<file path="src/rtl/uart_stream_arbiter.sv">
// Packet-granular two-source arbiter feeding a registered UART TX stage, with optional stall watchdog.
// Define UART_ARB_PKT_COUNT_EN to add the per-source completed-packet counters.
module uart_stream_arbiter #(
  parameter int DataWidth     = 8,
  parameter int RoundRobin    = 1,
  parameter int TimeoutCycles = 0,
  parameter int PktCountWidth = 16
) (
  input  logic                 clk_i,
  input  logic                 rst_i,
  input  logic                 valid0_i,
  output logic                 ready0_o,
  input  logic [DataWidth-1:0] data0_i,
  input  logic                 last0_i,
  input  logic                 valid1_i,
  output logic                 ready1_o,
  input  logic [DataWidth-1:0] data1_i,
  input  logic                 last1_i,
  output logic                 valid_o,
  input  logic                 ready_i,
  output logic [DataWidth-1:0] data_o,
  output logic                 last_o,
  output logic [1:0]           grant_o,
  output logic                 timeout_o
`ifdef UART_ARB_PKT_COUNT_EN
  ,
  output logic [PktCountWidth-1:0] pkt_count0_o,
  output logic [PktCountWidth-1:0] pkt_count1_o
`endif
);

  // State encoding doubles as the one-hot grant vector.
  typedef enum logic [1:0] {
    Idle   = 2'b00,
    Grant0 = 2'b01,
    Grant1 = 2'b10
  } state_e;

  localparam int WdW = (TimeoutCycles > 0) ? $clog2(TimeoutCycles + 1) : 1;

  state_e               state_q, state_d;
  logic                 rr_q, rr_d;
  logic                 valid_q, valid_d;
  logic [DataWidth-1:0] data_q, data_d;
  logic                 last_q, last_d;
  logic [WdW-1:0]       wd_q, wd_d;
  logic                 load, fire0, fire1, fire, expire;

  assign load     = !valid_q || ready_i;
  assign ready0_o = (state_q == Grant0) && load;
  assign ready1_o = (state_q == Grant1) && load;
  assign fire0    = valid0_i && ready0_o;
  assign fire1    = valid1_i && ready1_o;
  assign fire     = fire0 || fire1;

  assign valid_o   = valid_q;
  assign data_o    = data_q;
  assign last_o    = last_q;
  assign grant_o   = state_q;
  assign timeout_o = expire;

  // A fire in the would-be expiry cycle takes precedence and restarts the count.
  always_comb begin
    wd_d   = '0;
    expire = 1'b0;
    if ((TimeoutCycles > 0) && (state_q != Idle) && !fire) begin
      if (wd_q == WdW'(TimeoutCycles - 1)) begin
        expire = 1'b1;
      end else begin
        wd_d = wd_q + 1'b1;
      end
    end
  end

  always_comb begin
    state_d = state_q;
    rr_d    = rr_q;
    case (state_q)
      Idle: begin
        if (valid0_i && valid1_i) begin
          state_d = ((RoundRobin != 0) && rr_q) ? Grant1 : Grant0;
        end else if (valid0_i) begin
          state_d = Grant0;
        end else if (valid1_i) begin
          state_d = Grant1;
        end
      end
      Grant0: begin
        if ((fire0 && last0_i) || expire) begin
          state_d = Idle;
          rr_d    = 1'b1;
        end
      end
      Grant1: begin
        if ((fire1 && last1_i) || expire) begin
          state_d = Idle;
          rr_d    = 1'b0;
        end
      end
      default: state_d = Idle;
    endcase
  end

  // Output stage holds its beat while the transmitter stalls.
  always_comb begin
    valid_d = valid_q;
    data_d  = data_q;
    last_d  = last_q;
    if (fire0) begin
      valid_d = 1'b1;
      data_d  = data0_i;
      last_d  = last0_i;
    end else if (fire1) begin
      valid_d = 1'b1;
      data_d  = data1_i;
      last_d  = last1_i;
    end else if (ready_i) begin
      valid_d = 1'b0;
    end
  end

  always_ff @(posedge clk_i) begin
    if (rst_i) begin
      state_q <= Idle;
      rr_q    <= 1'b0;
      valid_q <= 1'b0;
      data_q  <= '0;
      last_q  <= 1'b0;
      wd_q    <= '0;
    end else begin
      state_q <= state_d;
      rr_q    <= rr_d;
      valid_q <= valid_d;
      data_q  <= data_d;
      last_q  <= last_d;
      wd_q    <= wd_d;
    end
  end

`ifdef UART_ARB_PKT_COUNT_EN
  logic [PktCountWidth-1:0] cnt0_q, cnt0_d, cnt1_q, cnt1_d;

  // Only packets that finish with a last beat are counted; revoked ones never reach it.
  always_comb begin
    cnt0_d = cnt0_q;
    cnt1_d = cnt1_q;
    if (fire0 && last0_i) cnt0_d = cnt0_q + 1'b1;
    if (fire1 && last1_i) cnt1_d = cnt1_q + 1'b1;
  end

  always_ff @(posedge clk_i) begin
    if (rst_i) begin
      cnt0_q <= '0;
      cnt1_q <= '0;
    end else begin
      cnt0_q <= cnt0_d;
      cnt1_q <= cnt1_d;
    end
  end

  assign pkt_count0_o = cnt0_q;
  assign pkt_count1_o = cnt1_q;
`endif

endmodule

</file>
<file path="config.mk">
export PLATFORM = sky130hd
export DESIGN_NAME = uart_stream_arbiter
export DESIGN_NICKNAME = d
export VERILOG_FILES = /design/src/rtl/uart_stream_arbiter.sv
export SDC_FILE = /design/constraint.sdc
export NUM_CORES = 1
export LEC_CHECK = 0
export CELL_PAD_IN_SITES_DETAIL_PLACEMENT = 0
export CELL_PAD_IN_SITES_GLOBAL_PLACEMENT = 2
export CORE_MARGIN = 10
export CORE_UTILIZATION = 23
export CTS_CLUSTER_DIAMETER = 150
export DETAILED_ROUTE_END_ITERATION = 12
export PLACE_DENSITY_LB_ADDON = 0.1
export SETUP_SLACK_MARGIN = 0.3
export SLEW_MARGIN = 20
export SYNTH_ARGS = -nofsm -noshare
export SYNTH_HDL_FRONTEND = slang
export SYNTH_SLANG_ARGS = --single-unit
export TNS_END_PERCENT = 5
</file>
<file path="constraint.sdc">
create_clock -name clk_i -period 3.5 [get_ports clk_i]
set_input_delay 0.35 -clock clk_i [delete_from_list [all_inputs] [get_ports clk_i]]
set_output_delay 0.35 -clock clk_i [all_outputs]
set_load 0.1 [all_outputs]
</file>
==> results by group <==
Drt
  • DRT Pass-1 Iters: 2
  • Highest routed layer: met4
  • M1 wire length: 858 microns
  • WL/cell: 14.6 microns
  • Met3 wire length: 182 microns
  • DR iter-0 viols: 12
  • Via density: 4.50
  • Final WL: 2000 microns
  • DR vias: 617
  • Met2 wire length: 943 microns
  • Post-DRT Antenna Nets: 0
  • DRC viols: 0

Power and ir drop
  • Leak: 0.410 nW
  • Worst VDD drop: 0.000168 V
  • Power per cell area: 456 mW/mm^2
  • Total power after layout: 0.484 mW

Layout
  • Ant diodes: 0
  • FILL cells: 332
  • Finished Layout Cells: 137
  • Post-route cell area: 0.00106 sq mm
  • Fraction of layout cells with a size suffix above 1: 0.163
  • Most frequent cells in the layout: 34 x clkdlybuf4s50_1, 13 x dfxtp_1, 8 x nor2_1
  • Most common cell after layout, fill and taps aside: clkdlybuf4s50_1
  • Synth-to-Final Area Change: 50.8%
  • Final nets: 128
  • Register area: 260 sq um
  • Area occupied by multi-input gates: 378 sq um

Global routing
  • Global Route Usage Sum: 0.0735
  • First-pass GRT wire length: 3170 microns
  • Initial antenna violation count: 0
  • Vias in the first global route: 632
  • Largest net degree at the start of global routing: 16
  • Grt ovf: 0

Timing
  • Setup Viol. Count Final: 0
  • Final WS setup: 1170 ps
  • RSZ-0062 raised after global routing: no
  • Post-route setup TNS: 0 ps
  • Worst slew pin tran: 975 ps
  • Slew Limit Headroom: 0.348
  • Max-slew violation count: 0
  • Final Skew: 7.14 ps
  • Clock period minus worst slack: 2330 ps
  • Final hold vios: 0
  • Period Utilization, post-route: 0.665
  • Max Clk Rate: 429 MHz

Critical path
  • RR Startpoint: grant_o[0]
  • Startpoint types: register
  • Critical path depth in cells: 1
  • Setup CP Type: register to primary output
  • Critical-path maximum fanout: 8
  • CP required: 3150 ps
  • Worst path arrival time: 1980 ps
  • Family with the most delay on the worst path: buffers and inverters
  • Buf+Inv Stages, Crit Path: 1
  • Slowest CP cell: clkdlybuf4s50_1
  • Worst Reg-to-Reg Cells: 4
  • R2R Setup Slk: 1730 ps
  • Crit-path cells: clkdlybuf4s50_1
  • Worst setup EP type: primary output
  • CP max stage delay: 1200 ps
  • Reg2reg end: data_o[1]
  • Critical Path End: grant_o[0]
  • Critical path origin: grant_o[0]

Logic synthesis
  • EDFF count, synth: 0
  • Synthesis-stage register bit count: 13
  • Synth Net Count: 93
  • YS warnings: 0
  • Mapped Area: 704 sq um
  • Gate Count Post-Synth: 70
  • Register area share after synthesis: 0.369
  • Ys async rst share: 0
  • Yosys cell types: 24
  • Post-synth top flop: dfxtp_1
  • Syn Area/Cell: 10.1 sq um

Die
  • Ports: 38
  • Initial Utilization: 0.235
  • Row cnt: 20
  • Core outline area: 0.00300 sq mm
  • Die area: 0.00568 sq mm
  • Die Width: 75.3 microns
  • Chip height: 75.3 microns

Clock tree
  • Clock root cell: clkbuf_4
  • Clk slew on worst S/H paths: 90 ps
  • CTS tree: built
  • Postcts setup bufs: 0
  • # clock sinks: 13
  • Worst-Skew Late Latency: 280 ps
  • CTS-repair resized insts: 0
  • H-tree levels: 1
  • Max Buffers Root-to-Sink: 2
  • Clock buffers created by TritonCTS: 3
  • Count of hold-fix buffers inserted at cts: 0

Placement
  • Dpl hpwl: 1510 microns
  • Placed Cells: 133
  • DP Worst Slack: 1320 ps
  • # port buffers: 36
  • GP Congestion: 0.704
  • Placed standard-cell area: 0.00103 sq mm

Status
  • Run status: finished clean

Worst hold path
  • Hold WC Path Type: register to register

Flow run
  • MaxCap Viol Count: 0
==> stage by stage <==
stage                     utilization  hold slack [ps]
final                           0.354              488
after global routing            0.354              519
after CTS                       0.354              497
after detailed placement        0.345              481
after global placement          0.345              478
after floorplan                     -              422
==> flip-flops by register name, indices dropped and copies added, names as in the netlist <==
| register | cells |
|---|---|
| grant_o | 2 |
| rr_q | 1 |
| valid_o | 1 |
| data_o | 8 |
| last_o | 1 |
==> cell type report <==
type                            instances  area share
Sequential cell                        13       0.245
Tap cell                               33      0.0389
Timing Repair Buffer                   36       0.335
Clock inverter                          1     0.00471
Clock buffer                            3      0.0212
Multi-Input combinational cell         51       0.356
==> power by group <==
part           internal, mW  switching, mW  total [mW]  leakage, nW
registers             0.161         0.0103       0.171        0.107
logic                0.0666          0.148       0.214        0.285
clock network        0.0424         0.0565      0.0989       0.0177
total                 0.270          0.214       0.484        0.410
==> worst min-delay path by stage <==
stage / start / end / slack [ps] / depth (start not counted)
final: last_o / last_o / 490 / 2
after floorplan: rst_i / rr_q / 420 / 1
after detailed placement: last_o / last_o / 480 / 2
after global placement: last_o / last_o / 480 / 2
after global routing: last_o / last_o / 520 / 2
after CTS: last_o / last_o / 500 / 2
==> Yosys cell counts, types with 2 or more instances <==
library cell	instances	area, sq um
nor3_1	3	15.0
a211oi_2	3	37.5
a21oi_1	3	15.0
a31oi_1	3	18.8
buf_6	4	45.0
nor2_1	8	30.0
mux2i_1	7	70.1
nand2_1	2	7.51
a211oi_1	5	37.5
dfxtp_1	13	260
nand2b_1	4	25.0
nor2_2	3	18.8
==> metal layers <==
metal  global-route usage  vias up
met3               0.0430        2
met1               0.0759      271
met4               0.0247        0
li1                     -      323
met5                    0        -
met2                0.122       21
==> worst reg2reg max path, delay by kind of cell, from the launching register on <==
family / cells / cell delay, ps
AOI/OAI and AO/OA: 2 / 730
DFF: 1 / 500
and+or+nand+nor: 2 / 470
==> kinds of logic (layout without fill, tap and decap cells) <==
family                 after synthesis  count (layout)  synth area share
DFF                                 13              13             0.369
AOI/OAI and AO/OA                   19              19             0.231
muxes                                7               7            0.0995
and+or+nand+nor                     24              24             0.201
other                                1               1           0.00532
buffers and inverters                6              40            0.0941
Power figures use the tool's default switching activity.
